$ cat config.mk
export PLATFORM = sky130hd
export DESIGN_NAME = counter_share_arbiter
export DESIGN_NICKNAME = d
export VERILOG_FILES = /design/src/rtl/counter_share_arbiter.sv
export SDC_FILE = /design/constraint.sdc
export NUM_CORES = 1
export LEC_CHECK = 0
export ABC_AREA = 1
export CAP_MARGIN = 20
export CORE_MARGIN = 1
export CORE_UTILIZATION = 49
export DETAILED_ROUTE_END_ITERATION = 8
export PLACE_DENSITY_LB_ADDON = 0.12
export REMOVE_ABC_BUFFERS = 1
export SYNTH_ARGS = -nofsm -noshare
export SYNTH_HDL_FRONTEND = slang
export SYNTH_SLANG_ARGS = --single-unit
$ cat constraint.sdc
create_clock -name clk -period 1.9 [get_ports clk]
set_input_delay 0.19 -clock clk [delete_from_list [all_inputs] [get_ports clk]]
set_output_delay 0.19 -clock clk [all_outputs]
set_load 0.1 [all_outputs]
$ cat src/rtl/counter_share_arbiter.sv
// Round-robin arbiter that shares one counter register among NUM_REQ requesters.
// Each grant spends one ARB cycle latching the winner and one EXEC cycle applying its op.
module counter_share_arbiter #(
  parameter int               NUM_REQ   = 4,
  parameter int               WIDTH     = 8,
  parameter logic [WIDTH-1:0] RESET_VAL = '0
) (
  input  logic                       clk,
  input  logic                       rst_n,
  input  logic [NUM_REQ-1:0]         req,
  input  logic [2*NUM_REQ-1:0]       op,
  input  logic [WIDTH*NUM_REQ-1:0]   data,
  output logic [NUM_REQ-1:0]         ack,
  output logic [$clog2(NUM_REQ)-1:0] grant_id,
  output logic                       busy,
  output logic [WIDTH-1:0]           counter_val,
  output logic                       is_zero,
  output logic                       wrap
);

  localparam int IDW = $clog2(NUM_REQ);

  localparam logic [1:0] OP_INC  = 2'b00;
  localparam logic [1:0] OP_DEC  = 2'b01;
  localparam logic [1:0] OP_LOAD = 2'b10;
  localparam logic [1:0] OP_CLR  = 2'b11;

  localparam logic [WIDTH-1:0] CNT_ONE  = WIDTH'(1);
  localparam logic [IDW-1:0]   ID_ONE   = IDW'(1);
  localparam logic [IDW-1:0]   ID_LAST  = IDW'(NUM_REQ - 1);
  localparam logic [IDW:0]     SUM_WRAP = (IDW + 1)'(NUM_REQ);

  typedef enum logic {ARB, EXEC} state_e;

  state_e           state_q, state_d;
  logic [IDW-1:0]   ptr_q, ptr_d;
  logic [IDW-1:0]   grant_q, grant_d;
  logic [1:0]       opHold_q, opHold_d;
  logic [WIDTH-1:0] dataHold_q, dataHold_d;
  logic [WIDTH-1:0] count_q, count_d;
  logic             wrap_q, wrap_d;

  logic             winFound;
  logic [IDW-1:0]   winIdx;
  logic [IDW:0]     candSum;

  // Search ptr, ptr+1, ... modulo NUM_REQ; the first active request wins.
  always_comb begin
    winFound = 1'b0;
    winIdx   = '0;
    candSum  = '0;
    for (int k = 0; k < NUM_REQ; k++) begin
      candSum = {1'b0, ptr_q} + (IDW + 1)'(k);
      if (candSum >= SUM_WRAP) begin
        candSum = candSum - SUM_WRAP;
      end
      if (!winFound && req[candSum[IDW-1:0]]) begin
        winFound = 1'b1;
        winIdx   = candSum[IDW-1:0];
      end
    end
  end

  always_comb begin
    state_d    = state_q;
    ptr_d      = ptr_q;
    grant_d    = grant_q;
    opHold_d   = opHold_q;
    dataHold_d = dataHold_q;
    count_d    = count_q;
    wrap_d     = 1'b0;
    unique case (state_q)
      ARB: begin
        if (winFound) begin
          state_d    = EXEC;
          grant_d    = winIdx;
          opHold_d   = op[{winIdx, 1'b0} +: 2];
          dataHold_d = data[winIdx * WIDTH +: WIDTH];
        end
      end
      EXEC: begin
        state_d = ARB;
        ptr_d   = (grant_q == ID_LAST) ? '0 : grant_q + ID_ONE;
        // Only the arithmetic ops can wrap; LOAD/CLR never raise wrap.
        unique case (opHold_q)
          OP_INC: begin
            count_d = count_q + CNT_ONE;
            wrap_d  = (count_q == '1);
          end
          OP_DEC: begin
            count_d = count_q - CNT_ONE;
            wrap_d  = (count_q == '0);
          end
          OP_LOAD: count_d = dataHold_q;
          OP_CLR:  count_d = RESET_VAL;
          default: count_d = count_q;
        endcase
      end
      default: state_d = ARB;
    endcase
  end

  always_ff @(posedge clk or negedge rst_n) begin
    if (!rst_n) begin
      state_q    <= ARB;
      ptr_q      <= '0;
      grant_q    <= '0;
      opHold_q   <= '0;
      dataHold_q <= '0;
      count_q    <= RESET_VAL;
      wrap_q     <= 1'b0;
    end else begin
      state_q    <= state_d;
      ptr_q      <= ptr_d;
      grant_q    <= grant_d;
      opHold_q   <= opHold_d;
      dataHold_q <= dataHold_d;
      count_q    <= count_d;
      wrap_q     <= wrap_d;
    end
  end

  // ack is decoded from the state register so a reset in EXEC removes it at once.
  always_comb begin
    ack = '0;
    if (state_q == EXEC) begin
      ack[grant_q] = 1'b1;
    end
  end

  assign busy        = (state_q == EXEC);
  assign grant_id    = grant_q;
  assign counter_val = count_q;
  assign is_zero     = (count_q == '0);
  assign wrap        = wrap_q;

endmodule

**After elaboration in Yosys (flattened, before gate mapping)**

Cells that the tools add are included.

- Output and inout bits: 17
- Word-level logic and storage cells: 74
- Bits in registers: 24
- Input bits: 46

- Multiplexer cells: 29
- Reductions and logical operators: 10
- Magnitude comparators: 10
- Bitwise gates (word level): 1
- Equality and inequality tests: 5
- Shift operators: 2
- Add/sub/neg operators: 10

Operators with widths:

| operator | number |
|---|---|
| $pmux 8 s4 | 1 |
| $shiftx 32x6->8 | 1 |
| $mux 2 | 9 |
| $lt 2x3->1 const B | 5 |
| $mux 1 | 11 |
| $ge 3x3->1 const B | 3 |
| $add 8x1->8 const B | 1 |
| $bmux 1 s2 | 4 |
| $eq 8x8->1 const B | 1 |
| $logic_not 8->1 | 1 |
| $shiftx 8x4->2 | 1 |
| $sub 2x1->2 const B | 4 |
| $sub 8x1->8 const B | 1 |
| $add 2x2->3 const B | 2 |
| $eq 2x2->1 const B | 3 |
| $logic_and 1x1->1 | 4 |
| $mux 4 | 1 |
| $pmux 1 s2 | 2 |
| $add 2x1->3 const B | 1 |
| $ge 2x3->1 const B | 1 |
| $logic_not 1->1 | 3 |
| $add 2x1->2 const B | 1 |
| $demux 1 s2 | 1 |
| $eq 2x1->1 const B | 1 |
| 4 further kinds | 4 |

**Logic depth before layout (Yosys ltp)**

- Depth after elaboration: 16
- Depth in mapped cells: 15
- Gate-level depth less buffers: 14

**Worst setup path before layout**

Ideal clock, no wire load.

- Path type: flip-flop to output port
- Start point: reg state_q, in the netlist busy
- End point: out ack[1]
- Required time: 1.710 ns
- Arrival time: 2.200 ns
- Setup slack: -0.490 ns
- Cell stages (with the launch flop): 5
- Path buffers: 2
- Cell sequence: dfrtp_1 clkbuf_1 clkbuf_1 nand2_1 inv_1

- Cells in the longest elaborated chain, start to end: 1

Ends and longest elaborated chain:

| what | RTL line | source |
|---|---|---|
| start: declaration | 35 | `state_e state_q, state_d;` |
| start signal: assignment | 113 | `state_q <= state_d;` |
| $mux 4 | 126 | `if (state_q == EXEC) begin` |
| end: declaration | 13 | `output logic [NUM_REQ-1:0] ack,` |

Every way passes these cells.

**Worst setup path in the final report**

- Start point: reg ptr_q[0]
- End point: reg dataHold_q[6]

- Cells in the longest elaborated chain, start to end: 15
- Elaborated cells on any way between the ends: 39
- Those cells by class: add/sub: 7; order compare: 4; shift: 1; mux: 20; reduce/logical: 7

Ends and longest elaborated chain:

| what | RTL line | source |
|---|---|---|
| start: declaration | 36 | `logic [IDW-1:0] ptr_q, ptr_d;` |
| start signal: assignment | 114 | `ptr_q <= ptr_d;` |
| parallel branches: the longest is 15 deep, another holds $add 2x1->3 | n/a |  |
| end signal: assignment | 117 | `dataHold_q <= dataHold_d;` |
| end: declaration | 39 | `logic [WIDTH-1:0] dataHold_q, dataHold_d;` |

Parallel ways; which one is timed is not known. The select of a mux whose other input is x is not followed.
A chain may end at the register's enable or synchronous reset.

==> impl_metrics.yaml <==
cts:
  cts_tree: "done"
  root_buffer: "clkbuf_8"
  htree_levels: 1
  clk_pin_slew_ps: 80
  cts.path.max_buffers: 2
  insertion_delay_ps: 260
  cts_buffers: 3
  clock_sinks: 24
timing:
  maxSlewHeadroom: 0.683
  tightest_slew_ps: 474
  fin_setup_tns_ps: 0
  drv_slew: 0
  max_freq_ghz: 0.538
  min_period_ps: 1860
  finalCritPeriodShare: 0.979
  hold_viol_final: 0
  fin_worst_skew_ps: 1.82
  setup_viol: 0
  rsz0062_at_grt: "yes"
global_routing:
  antenna_found_initial: 0
  grt_pass1_wl_mm: 9.48
  grt.total_usage: 0.231
  overflow: 0
  grt_max_degree: 25
  grt_pass1_vias: 2281
worst_setup_path:
  cp-end-kind: "flip-flop"
  max_stage_delay_ps: 450
  criticalPathCategory: "flip-flop to flip-flop"
  crit_arrival_ps: 2020
  worstPathRequired_ps: 2060
  critPathLaunchType: "flip-flop"
  cp_max_fo: 8
  path_delay_family: "simple AND/OR/NAND/NOR gates"
  path_cells: "buf_6 > nand2_1 > nand2_1 > nand2_1 > nand2_1 > a21oi_1 > nand2_1 > nand2_4 > clkbuf_16 > nand2_1 > nand3_1 > nand2_1 > nand2_1 > nand2_1"
  critPathSlowestCell: "dfrtp_2"
  crit_buf_inv: 2
  crit_top_cell: "nand2_1"
placed_design:
  gp_congestion: 0.955
  post-dp-hpwl_mm: 4.22
  port_buffers: 62
synth:
  synthSimpleGateAreaFrac: 0.483
  synth-xor-area-share: 0.00390
  synth_top_family_by_area: "simple AND/OR/NAND/NOR gates"
  ys_seq_elements: 24
  synthMuxAreaShare: 0
  ys_seq_area_frac: 0.268
  synth-adder-area-share: 0.0279
  netlist_area_mm2: 0.00224
  synth_compound_area_frac: 0.0613
  ys_types: 30
  syn_area_per_cell_um2: 6.16
  synthCells: 364
  yosysWarnings: 0
layout:
  syn2layout_area_growth_pct: 41.3
  final_util: 0.723
  layout-drive-gt1-share: 0.185
  layout_commonest_cell: "nand2_1"
  layout.nets: 490
  final_cell_mix: "nand2_1, inv_1, clkdlybuf4s50_1"
  fill_cells: 364
  antenna-diode-count: 0
die:
  die_w_um: 69.7
  rows: 24
  die-area_mm2: 0.00485
  io_pins: 63
  initial_core_util: 0.512
  die_y_um: 69.7
  coreArea_mm2: 0.00438
drt:
  route.detailed.drc: 0
  routed_wl_mm: 5.44
  dr.pass1.iters: 4
  wl_per_cell_um: 11.1
  vias: 2414
  drtAntennaViolNets: 0
  drtIter0Drc: 135
  drt-vias-per-instance: 4.93
run:
  drv_cap: 0
run_status:
  status: "completed"
worst_hold_path:
  holdCritPathClass: "input port to async pin"
==> cell families (layout without fill, tap and decap cells) <==
kind of cell               Yosys count  count (layout)
buffers and inverters               78             152
AOI/OAI and AO/OA                   23              23
DFF                                 24              24
xor gates and xnor gates             1               1
adders and majority gates            5               5
and+or+nand+nor                    233             233
==> synthesized netlist by cell type <==
cell type | n | area [um^2]
nand3_2 | 12 | 120
a21oi_1 | 8 | 40.0
nor3_1 | 3 | 15.0
buf_6 | 4 | 45.0
nor4_1 | 2 | 12.5
buf_12 | 1 | 20.0
ha_1 | 5 | 62.6
xor2_1 | 1 | 8.76
a31oi_1 | 4 | 25.0
o41ai_1 | 1 | 8.76
nand3_1 | 34 | 170
nor2_1 | 12 | 45.0
o21ai_0 | 5 | 25.0
nor2_2 | 1 | 6.26
nand3b_1 | 10 | 75.1
nand2_1 | 146 | 548
buf_4 | 2 | 15.0
o21ai_2 | 2 | 17.5
buf_2 | 3 | 15.0
nand2_2 | 7 | 43.8
and3_1 | 1 | 6.26
nand4_1 | 3 | 18.8
o22ai_1 | 1 | 6.26
nand2_4 | 1 | 11.3
inv_2 | 4 | 15.0
dfrtp_1 | 24 | 601
a22oi_1 | 2 | 15.0
clkbuf_1 | 2 | 7.51
inv_1 | 62 | 233
nor2_4 | 1 | 11.3
==> layout make-up <==
type / instances / area [um^2] / share of cell area
repair buffers: 82 / 861 / 0.272
clock buffers: 4 / 55.1 / 0.0174
multi-input cells: 262 / 1340 / 0.422
flip-flops and latches: 24 / 603 / 0.190
well taps: 52 / 65.1 / 0.0205
inverters: 66 / 248 / 0.0781
==> registers in the layout (all words and copies together), names as in the netlist <==
signal	cells
counter_val	8
opHold_q	2
grant_id	2
dataHold_q	8
busy	1
ptr_q	2
wrap	1
==> routing by layer <==
layer / track usage / vias up / part of all wire
met3: 0.0276 / 6 / 0.044
met1: 0.310 / 1061 / 0.46
li1: - / 1271 / -
met4: 0.0511 / 0 / 0.012
met2: 0.397 / 76 / 0.48
met5: 0 / - / 0
==> timing repair <==
| action | 4_1_cts | 5_1_grt |
|---|---|---|
| resized for setup | 0 | 18 |
| setup endpoints to repair | 0 | 15 |
| hold endpoints to repair | 0 | 0 |
| hold buffers | 0 | 0 |
| buffers inserted | 0 | 2 |
==> path summary, 6_finish.rpt <==
kind | from | to | slack (ps) | cells past startpoint
setup / recovery | ptr_q[0]$_DFFE_PN0P_ | dataHold_q[6]$_DFFE_PN0P_ | 40 | 14
hold / removal | rst_n | wrap$_DFF_PN0_ | 270 | 2
setup reg to reg | ptr_q[0]$_DFFE_PN0P_ | dataHold_q[6]$_DFFE_PN0P_ | 40 | 14
hold reg to reg | dataHold_q[4]$_DFFE_PN0P_ | dataHold_q[4]$_DFFE_PN0P_ | 490 | 2
max in group asynchronous | rst_n | ptr_q[1]$_DFFE_PN0P_ | 1380 | 2
min in group clk | dataHold_q[4]$_DFFE_PN0P_ | dataHold_q[4]$_DFFE_PN0P_ | 490 | 2
==> worst register-to-register path, cell delays in order (launching register included) <==
cell and delay [ps]:
dfrtp_2 450, buf_6 150, nand2_1 70, nand2_1 90
nand2_1 90, nand2_1 70, a21oi_1 140, nand2_1 130
nand2_4 130, clkbuf_16 150, nand2_1 40, nand3_1 70
nand2_1 70, nand2_1 60, nand2_1 50
==> per-stage QoR <==
step / setup WS [ps] / std cells / hold WS [ps] / area [um^2]
after floorplan: -480 / 352 / -106 / 2140
after global placement: 14.2 / 482 / 464 / 3000
after detailed placement: -52.0 / 482 / 468 / 3000
after CTS: 32.0 / 486 / 292 / 3060
after global routing: -111 / 490 / 299 / 3170
final: 40.6 / 490 / 274 / 3170
Power is not shown: default switching activity piles up to over one toggle a cycle in this logic, so the estimate is an artifact.
